==> config.mk <==
export PLATFORM = sky130hd
export DESIGN_NAME = cdb_broadcaster
export DESIGN_NICKNAME = d
export VERILOG_FILES = /design/src/rtl/cdb_pkg.sv /design/src/rtl/cdb_broadcaster_rr_arbiter.sv /design/src/rtl/cdb_broadcaster.sv
export SDC_FILE = /design/constraint.sdc
export NUM_CORES = 1
export LEC_CHECK = 0
export BUFFER_PORTS_ARGS = -buffer_cell sky130_fd_sc_hd__buf_2
export CAP_MARGIN = 20
export CORE_MARGIN = 3
export CORE_UTILIZATION = 50
export CTS_CLUSTER_SIZE = 20
export DETAILED_ROUTE_END_ITERATION = 8
export PLACE_DENSITY_LB_ADDON = 0.25
export SLEW_MARGIN = 30
export SYNTH_ARGS = -nofsm -noshare
export SYNTH_HDL_FRONTEND = slang
export SYNTH_SLANG_ARGS = --single-unit
==> constraint.sdc <==
create_clock -name clock -period 16.3 [get_ports clock]
set_input_delay 0 -clock clock [delete_from_list [all_inputs] [get_ports clock]]
set_output_delay 0 -clock clock [all_outputs]
set_load 0.005 [all_outputs]
==> src/rtl/cdb_pkg.sv <==
// Common data bus shared definitions: default widths, opcode encodings and
// instruction field positions for imm[15:10] Rx[9:7] Ry[6:4] opcode[3:0].
package cdb_pkg;

  localparam int unsigned DEF_DATA_W = 16;
  localparam int unsigned DEF_INST_W = 16;
  localparam int unsigned DEF_TAG_W  = 3;

  localparam int unsigned OP_W = 4;
  localparam logic [OP_W-1:0] OP_ADD = 4'b0000;
  localparam logic [OP_W-1:0] OP_SUB = 4'b0001;
  localparam logic [OP_W-1:0] OP_LD  = 4'b0010;
  localparam logic [OP_W-1:0] OP_SD  = 4'b0011;
  localparam logic [OP_W-1:0] OP_MUL = 4'b0100;

  localparam int unsigned IMM_MSB = 15;
  localparam int unsigned IMM_LSB = 10;
  localparam int unsigned RX_MSB  = 9;
  localparam int unsigned RX_LSB  = 7;
  localparam int unsigned RY_MSB  = 6;
  localparam int unsigned RY_LSB  = 4;
  localparam int unsigned RD_MSB  = RX_MSB;
  localparam int unsigned RD_LSB  = RX_LSB;
  localparam int unsigned OP_MSB  = 3;
  localparam int unsigned OP_LSB  = 0;

  // True for opcodes whose result is written back to the register file.
  function automatic logic is_reg_write(input logic [OP_W-1:0] op);
    return (op == OP_ADD) || (op == OP_SUB) || (op == OP_LD) || (op == OP_MUL);
  endfunction

endpackage

==> src/rtl/cdb_broadcaster_rr_arbiter.sv <==
// Combinational round-robin arbiter: first request strictly after ptr_i,
// wrapping from NUM_SRC-1 back to 0.
module rr_arbiter #(
  parameter int unsigned NUM_SRC = 4,
  parameter int unsigned SRC_W   = $clog2(NUM_SRC)
) (
  input  logic [NUM_SRC-1:0] req_i,
  input  logic [SRC_W-1:0]   ptr_i,
  output logic [NUM_SRC-1:0] grant_o,
  output logic [SRC_W-1:0]   grant_idx_o,
  output logic               any_o
);

  int unsigned idx;

  always_comb begin
    grant_o     = '0;
    grant_idx_o = '0;
    any_o       = 1'b0;
    idx         = 0;
    for (int unsigned k = 1; k <= NUM_SRC; k++) begin
      idx = (32'(ptr_i) + k) % NUM_SRC;
      if (!any_o && req_i[SRC_W'(idx)]) begin
        any_o                 = 1'b1;
        grant_o[SRC_W'(idx)]  = 1'b1;
        grant_idx_o           = SRC_W'(idx);
      end
    end
  end

endmodule

==> src/rtl/cdb_broadcaster.sv <==
// Producer end of the common data bus: one holding slot per source and a
// round-robin grant that broadcasts at most one result per cycle.
module cdb_broadcaster
  import cdb_pkg::*;
#(
  parameter int unsigned NUM_SRC = 4,
  parameter int unsigned DATA_W  = DEF_DATA_W,
  parameter int unsigned INST_W  = DEF_INST_W,
  parameter int unsigned TAG_W   = DEF_TAG_W
) (
  input  logic                       clock,
  input  logic                       reset,
  input  logic [NUM_SRC-1:0]         src_valid,
  output logic [NUM_SRC-1:0]         src_ready,
  input  logic [NUM_SRC*DATA_W-1:0]  src_data,
  input  logic [NUM_SRC*INST_W-1:0]  src_inst,
  input  logic [NUM_SRC*TAG_W-1:0]   src_tag,
  input  logic                       cdb_stall,
  output logic                       cdb_valid,
  output logic [DATA_W-1:0]          cdb_data,
  output logic [INST_W-1:0]          cdb_inst,
  output logic [TAG_W-1:0]           cdb_tag,
  output logic [$clog2(NUM_SRC)-1:0] cdb_src,
  output logic                       cdb_wr_reg
);

  localparam int unsigned SRC_W = $clog2(NUM_SRC);

  logic [NUM_SRC-1:0] held_q, held_d;
  logic [NUM_SRC-1:0] ready_q, ready_d;
  logic [NUM_SRC-1:0] take, grant;
  logic [DATA_W-1:0]  slot_data_q [NUM_SRC];
  logic [DATA_W-1:0]  slot_data_d [NUM_SRC];
  logic [INST_W-1:0]  slot_inst_q [NUM_SRC];
  logic [INST_W-1:0]  slot_inst_d [NUM_SRC];
  logic [TAG_W-1:0]   slot_tag_q  [NUM_SRC];
  logic [TAG_W-1:0]   slot_tag_d  [NUM_SRC];
  logic [SRC_W-1:0]   ptr_q, ptr_d, gnt_idx;
  logic               gnt_any, fire;

  logic               valid_q, valid_d;
  logic [DATA_W-1:0]  data_q, data_d;
  logic [INST_W-1:0]  inst_q, inst_d;
  logic [TAG_W-1:0]   tag_q, tag_d;
  logic [SRC_W-1:0]   src_q, src_d;
  logic               wr_reg_q, wr_reg_d;

  rr_arbiter #(.NUM_SRC(NUM_SRC), .SRC_W(SRC_W)) u_arb (
    .req_i       (held_q),
    .ptr_i       (ptr_q),
    .grant_o     (grant),
    .grant_idx_o (gnt_idx),
    .any_o       (gnt_any)
  );

  assign take = src_valid & ready_q;
  assign fire = gnt_any & ~cdb_stall;

  // Capture into free slots, then retire the granted slot onto the bus.
  always_comb begin
    held_d      = held_q;
    slot_data_d = slot_data_q;
    slot_inst_d = slot_inst_q;
    slot_tag_d  = slot_tag_q;
    ptr_d       = ptr_q;
    valid_d     = 1'b0;
    data_d      = data_q;
    inst_d      = inst_q;
    tag_d       = tag_q;
    src_d       = src_q;
    wr_reg_d    = wr_reg_q;
    for (int unsigned i = 0; i < NUM_SRC; i++) begin
      if (take[i]) begin
        slot_data_d[i] = src_data[i*DATA_W +: DATA_W];
        slot_inst_d[i] = src_inst[i*INST_W +: INST_W];
        slot_tag_d[i]  = src_tag[i*TAG_W +: TAG_W];
        held_d[i]      = 1'b1;
      end
    end
    if (fire) begin
      held_d   = held_d & ~grant;
      ptr_d    = gnt_idx;
      valid_d  = 1'b1;
      data_d   = slot_data_q[gnt_idx];
      inst_d   = slot_inst_q[gnt_idx];
      tag_d    = slot_tag_q[gnt_idx];
      src_d    = gnt_idx;
      wr_reg_d = is_reg_write(slot_inst_q[gnt_idx][OP_MSB:OP_LSB]);
    end
    ready_d = ~held_d;
  end

  always_ff @(posedge clock or posedge reset) begin
    if (reset) begin
      held_q   <= '0;
      ready_q  <= '1;
      ptr_q    <= SRC_W'(NUM_SRC - 1);
      valid_q  <= 1'b0;
      data_q   <= '0;
      inst_q   <= '0;
      tag_q    <= '0;
      src_q    <= '0;
      wr_reg_q <= 1'b0;
      for (int unsigned i = 0; i < NUM_SRC; i++) begin
        slot_data_q[i] <= '0;
        slot_inst_q[i] <= '0;
        slot_tag_q[i]  <= '0;
      end
    end else begin
      held_q      <= held_d;
      ready_q     <= ready_d;
      ptr_q       <= ptr_d;
      valid_q     <= valid_d;
      data_q      <= data_d;
      inst_q      <= inst_d;
      tag_q       <= tag_d;
      src_q       <= src_d;
      wr_reg_q    <= wr_reg_d;
      slot_data_q <= slot_data_d;
      slot_inst_q <= slot_inst_d;
      slot_tag_q  <= slot_tag_d;
    end
  end

  assign src_ready  = ready_q;
  assign cdb_valid  = valid_q;
  assign cdb_data   = data_q;
  assign cdb_inst   = inst_q;
  assign cdb_tag    = tag_q;
  assign cdb_src    = src_q;
  assign cdb_wr_reg = wr_reg_q;

endmodule

# Word-level counts from Yosys, hierarchy flattened
# Index checks and enable logic that the tools add are counted.
totals:
  regBits: 189
  in_bits: 147
  out_inout_bits: 43
  wordCells: 104
classes:
  n_addsub: 4
  magnitude_cmp: 9
  eq_ne: 3
  n_mux: 43
  n_bitwise: 10
  reduce_logical: 14
op_table:
  columns: ["cell", "n"]
  rows:
  - ["16-bit binary-select mux with 2-bit select", 2]
  - ["16-bit 2-to-1 mux", 4]
  - ["4-bit 2-to-1 mux", 5]
  - ["1-bit 2-to-1 mux", 17]
  - ["2-bit by 3-bit < comparator with 1-bit output, second input constant", 4]
  - ["4-bit OR", 3]
  - ["4-bit bitwise AND", 2]
  - ["1-bit binary-select mux with 2-bit select", 4]
  - ["1-bit demux with 2-bit select", 4]
  - ["2-bit by 1-bit greater-or-equal comparator with 1-bit output, second input constant", 4]
  - ["2-bit 2-to-1 mux", 4]
  - ["4-bit NOT", 2]
  - ["1-bit logical AND", 7]
  - ["3-bit binary-select mux with 2-bit select", 1]
  - ["3-bit 2-to-1 mux", 2]
  - ["2-bit by 1-bit adder with 2-bit output, second input constant", 2]
  - ["2-bit adder, second input constant", 2]
  - ["4-bit by 1-bit equality test with 1-bit output, second input constant", 1]
  - ["4-bit by 2-bit equality test with 1-bit output, second input constant", 1]
  - ["4-bit by 3-bit equality test with 1-bit output, second input constant", 1]
  - ["4-bit logical NOT", 1]
  - ["3-bit greater-or-equal comparator, second input constant", 1]
  - ["1-bit logical NOT", 3]
  - ["1-bit logical OR", 3]
  - ["other kinds (3)", 3]

# Longest topological paths before layout
depth:
  ltp_word: 21
  ltp_mapped: 14
  ltp_nobuf: 10

# By module
# A second synthesis with hierarchy kept.
unflattened:
  cells_unflattened: 620
  area_unflattened_um2: 8445.6
modules_own_cells:
  columns: ["module", "instances", "cells_per_inst", "area_each_um2", "seq_area_each_um2"]
  rows:
  - ["cdb_broadcaster", 1, 534, 7816.2, 4737.0]
  - ["rr_arbiter", 1, 86, 629.4, 0.0]

# Worst setup path after synthesis
# OpenSTA, ideal clock, no wires.
synth_path:
  kind: "reg2reg"
  startpoint: "register ptr_q[1]"
  endpoint: "register wr_reg_q, in the netlist cdb_wr_reg"
  setup_time_ns: 0.092
  t_arrival_ns: 3.458
  t_required_ns: 16.208
  setup_slack_ns: 12.750
  stages_incl_launch_ff: 13
  n_path_buf: 3
  cell_sequence: "dfstp_2 > clkbuf_1 > inv_1 > ha_1 > buf_2 > mux4_2 > or2_4 > a211oi_2 > a221oi_4 > buf_6 > o221a_1 > maj3_2 > o31ai_2"
synth_via:
  elab_chain_len: 21
  word_cells_on_any_way: 38
synth_rtl:
  columns: ["element", "line_no", "text"]
  rows:
  - ["from (decl)", "cdb_broadcaster.sv:38", "logic [SRC_W-1:0] ptr_q, ptr_d, gnt_idx;"]
  - ["from (signal assigned)", "cdb_broadcaster.sv:97", "ptr_q <= SRC_W'(NUM_SRC - 1);"]
  - ["from (signal assigned)", "cdb_broadcaster.sv:112", "ptr_q <= ptr_d;"]
  - ["2-bit by 1-bit adder with 2-bit output", "cdb_broadcaster_rr_arbiter.sv:22", "idx = (32'(ptr_i) + k) % NUM_SRC;"]
  - ["1-bit binary-select mux with 2-bit select", "cdb_broadcaster_rr_arbiter.sv:23", "if (!any_o && req_i[SRC_W'(idx)]) begin"]
  - ["1-bit 2-to-1 mux (implied by the code)", "cdb_broadcaster_rr_arbiter.sv:23", null]
  - ["1-bit 2-to-1 mux", "cdb_broadcaster_rr_arbiter.sv:23", null]
  - ["1-bit logical NOT", "cdb_broadcaster_rr_arbiter.sv:23", null]
  - ["1-bit logical AND", "cdb_broadcaster_rr_arbiter.sv:23", null]
  - ["1-bit 2-to-1 mux", "cdb_broadcaster_rr_arbiter.sv:23", null]
  - ["1-bit logical NOT", "cdb_broadcaster_rr_arbiter.sv:23", null]
  - ["(+2 left out)", null, null]
  - ["1-bit logical NOT", "cdb_broadcaster_rr_arbiter.sv:23", null]
  - ["1-bit logical AND", "cdb_broadcaster_rr_arbiter.sv:23", null]
  - ["2-bit 2-to-1 mux", "cdb_broadcaster_rr_arbiter.sv:23", null]
  - ["2-bit NOT with 3-bit output (implied by the code)", "cdb_broadcaster.sv:88", "wr_reg_d = is_reg_write(slot_inst_q[gnt_idx][OP_MSB:OP_LSB]);"]
  - ["16-bit binary-select mux with 2-bit select", "cdb_broadcaster.sv:88", null]
  - ["16-bit 2-to-1 mux (implied by the code) (2 in series)", "cdb_broadcaster.sv:88", null]
  - ["4-bit by 1-bit equality test with 1-bit output or 4-bit logical NOT (tied branches)", "cdb_pkg.sv:29", "return (op == OP_ADD) || (op == OP_SUB) || (op == OP_LD) || (op == OP_MUL);"]
  - ["1-bit logical OR (3 in series)", "cdb_pkg.sv:29", null]
  - ["to (signal assigned)", "cdb_broadcaster.sv:118", "wr_reg_q <= wr_reg_d;"]
  - ["to (decl)", "cdb_broadcaster.sv:46", "logic wr_reg_q, wr_reg_d;"]
# Parallel ways exist; a longest one is shown, timed or not. The select of a mux whose other input is x is not followed.
# A chain may end at the register's enable or synchronous reset.

# Worst setup path in the final report
layout_path:
  startpoint: "register ptr_q[0]"
  endpoint: "register wr_reg_q, in the netlist cdb_wr_reg"
# The elaborated chain is that of the path after synthesis.

==> impl_metrics.tcl <==
set metrics [dict create \
    yosysMostFrequentCell "dfrtp_1" \
    synth_area_mm2 0.00869 \
    synth.area.mux_share_pct 26.3 \
    worst_ir_drop_vdd_uv 214 \
    min_period_ns 5.10 \
    clockBufferDepth 2 \
    cts_buffers 17 \
    seq_area_mm2 0.00474 \
    synthFlopType "dfrtp_1" \
    hold_viol_final 0 \
    maxCapViolCount 0 \
    cp_slowest_stage_delay_ns 0.86 \
    yosysTopAreaCellShare_pct 52.7 \
    synth_compound_area_share_pct 9.47 \
    finalSetupTns_ns 0 \
    antenna_cells 0 \
    synth_top_area_cell "dfrtp_1" \
    crit_required_ns 16.63 \
    cts_max_level 4 \
    core_mm2 0.0168 \
    max_slew.worst_pin.slew_ns 0.945 \
    synth_top_family_by_area "multiplexers" \
    cts_tree "done" \
    grt_pass1_wl_mm 37.1 \
    drv_slew 0 \
    async_flop_share_pct 100 \
    syn2layout_area_growth_pct 35.1 \
    worstPathArrival_ns 5.43 \
    synth-seq-cells 189 \
    die_w_um 138 \
    fill_cells 1219 \
    rsz0062_at_grt "no" \
    synth_cell_types 42 \
    critPathKind "flip-flop to flip-flop" \
    postRouteWirelength_mm 23.4 \
    fmaxAchievable_mhz 196 \
    cts_sinks 189 \
    rr_startpoint "ptr_q[0]$_DFFE_PP1P_" \
    final_util_pct 69.8 \
    startpoint "ptr_q[0]$_DFFE_PP1P_" \
    synthTopCellsByCount "183 x dfrtp_1, 160 x mux2_2, 59 x nand2_1" \
    antenna_found_initial 0 \
    syn_nets 841 \
    crit_chain "inv_1, ha_1, mux4_2, or2_4, a211oi_2, a221oi_4, buf_6, buf_4, mux2i_1, mux2i_1, maj3_2, o31ai_2" \
    drcViolationCount 0 \
    grt_max_degree 119 \
    biggestRegsByFlops "slot_data_q (64), slot_inst_q (64)" \
    setup_viol 0 \
    ys_top_cells_by_area "dfrtp_1 53%, mux2_2 21%, mux2i_1 4.8%" \
    synth_xor_area_share_pct 0.202 \
    ys.warnings.count 0 \
    num_rows 47 \
    gr-usage-all-layers_pct 25.5 \
    drtIter0Drc 395 \
    cp-start-kind "flip-flop" \
    drt_pass1_iterations 4 \
    vias 6620 \
    clk_pin_slew_ns 0.06 \
    portBuffers 189 \
    start_util_pct 51.7 \
    synth_edf_count 0 \
    grt.overflow.total 0 \
    yosys.area_share.simple_pct 5.15 \
    dp_hpwl_mm 14.0 \
    path_common_cell "mux2i_1" \
    grt_pass1_vias 7249 \
    critPathSlowestCell "dfstp_2" \
    die_height_um 138 \
    worst_clock_skew_ns 0.00887 \
    period_share_pct 31.3 \
    vias_per_cell 5.40 \
    worstSetupEndpointType "flip-flop" \
    synth_area_per_cell_um2 12.7 \
    multiInputGateArea_mm2 0.00371 \
    drive_above_1_share_pct 40.6 \
    routedWlPerCell_um 19.1 \
    seq_area_frac_synth_pct 54.5 \
    fin_nets 1148 \
    min_path_type "primary input to asynchronous set/reset pin" \
    netlist_instances 686 \
    synth_fa_ha_area_share_pct 1.28 \
    p_leak_nw 5.37 \
    gp_congestion 0.853 \
    pwr_density_cell_mw_per_mm2 223 \
    insertion_delay_ns 0.43 \
    clk_root_buffer_cell "clkbuf_16" \
    status "finished clean" \
    cp_max_fo 67 \
    ios 190 \
    ant_nets 0 \
    slew_headroom_pct 37.0 \
    dieArea_mm2 0.0190 \
]
-- layout make-up --
type / count / share of cell area [%]
Clock buffer: 19 / 3.77
Inverter: 12 / 0.448
Clock inverter: 13 / 0.991
Tap cell: 220 / 2.34
Multi-Input combinational cell: 438 / 31.6
Sequential cell: 189 / 40.4
Timing Repair Buffer: 335 / 20.5
-- routing by layer --
metal  vias to the layer above  track usage [%]  routed length, um
li1                       3069                -                  -
met1                      3280             31.1               9360
met2                       211             43.7              12100
met3                        60             5.59               1180
met4                         0             11.0                759
met5                         -                0                  0
-- final timing paths --
kind	slack [ns]	cells past startpoint	end
max	11.20	12	cdb_wr_reg$_DFFE_PP0P_
min	0.28	3	cdb_valid$_DFF_PP0_
max reg2reg	11.20	12	cdb_wr_reg$_DFFE_PP0P_
min reg2reg	0.48	1	cdb_inst[12]$_DFFE_PP0P_
max in group asynchronous	14.87	4	cdb_data[0]$_DFFE_PP0P_
min in group clock	0.28	4	slot_inst_q[33]$_DFFE_PP0P_
-- power breakdown --
group          switching [mW]  internal (mW)  total [mW]
combinational           0.681          0.662        1.34
clock                   0.181          0.215       0.396
sequential              0.161          0.721       0.882
total                    1.02           1.60        2.62
-- critical path: cells and delay by family, from the launching register on --
family	cells	cell delay, ns
AO/OA/AOI/OAI	3	0.75
buffers and inverters	3	1.31
flip-flops	1	0.86
multiplexers	3	0.99
AND/OR/NAND/NOR	1	0.19
adder cells (fa/ha/maj)	2	0.86
-- cell families (layout without fill, tap and decap cells) --
| logic type | Yosys count | count (layout) |
|---|---|---|
| and+or+nand+nor | 100 | 100 |
| xor gates and xnor gates | 2 | 2 |
| DFF | 189 | 189 |
| AOI/OAI and AO/OA | 122 | 122 |
| adders and majority gates | 9 | 9 |
| muxes | 205 | 205 |
| buffers and inverters | 59 | 379 |
-- stage by stage --
stage | total power [mW] | cell area, um2 | hold WS, ns | cells | worst slack, ns
after global routing | 2.82 | 11700 | 0.267 | 1226 | 10.87
after CTS | 2.63 | 11700 | 0.239 | 1226 | 11.20
after global placement | 2.13 | 9750 | 0.218 | 1052 | 11.09
final | 2.62 | 11700 | 0.279 | 1226 | 11.20
after floorplan | 1.88 | 8690 | 0.117 | 686 | 11.17
after detailed placement | 2.19 | 9760 | 0.222 | 1053 | 11.23
-- cells in the final DEF (no fill, tap or decap), types with 10 or more instances in the layout --
master and count:
nand2_1 59, nor2_1 15, mux2_2 160, dfrtp_1 183, buf_2 189, nor2b_1 14
dlygate4sd3_1 141, mux2i_1 42, clkbuf_16 17, o21ai_0 43, a21o_1 16, a211oi_1 28
inv_1 10
-- timing repair --
item,in CTS,in global routing
setup buffers,0,0
resized for setup,0,0
hold buffers,141,0
endpoints found under the hold margin,251,0
Power figures use the tool's default switching activity.
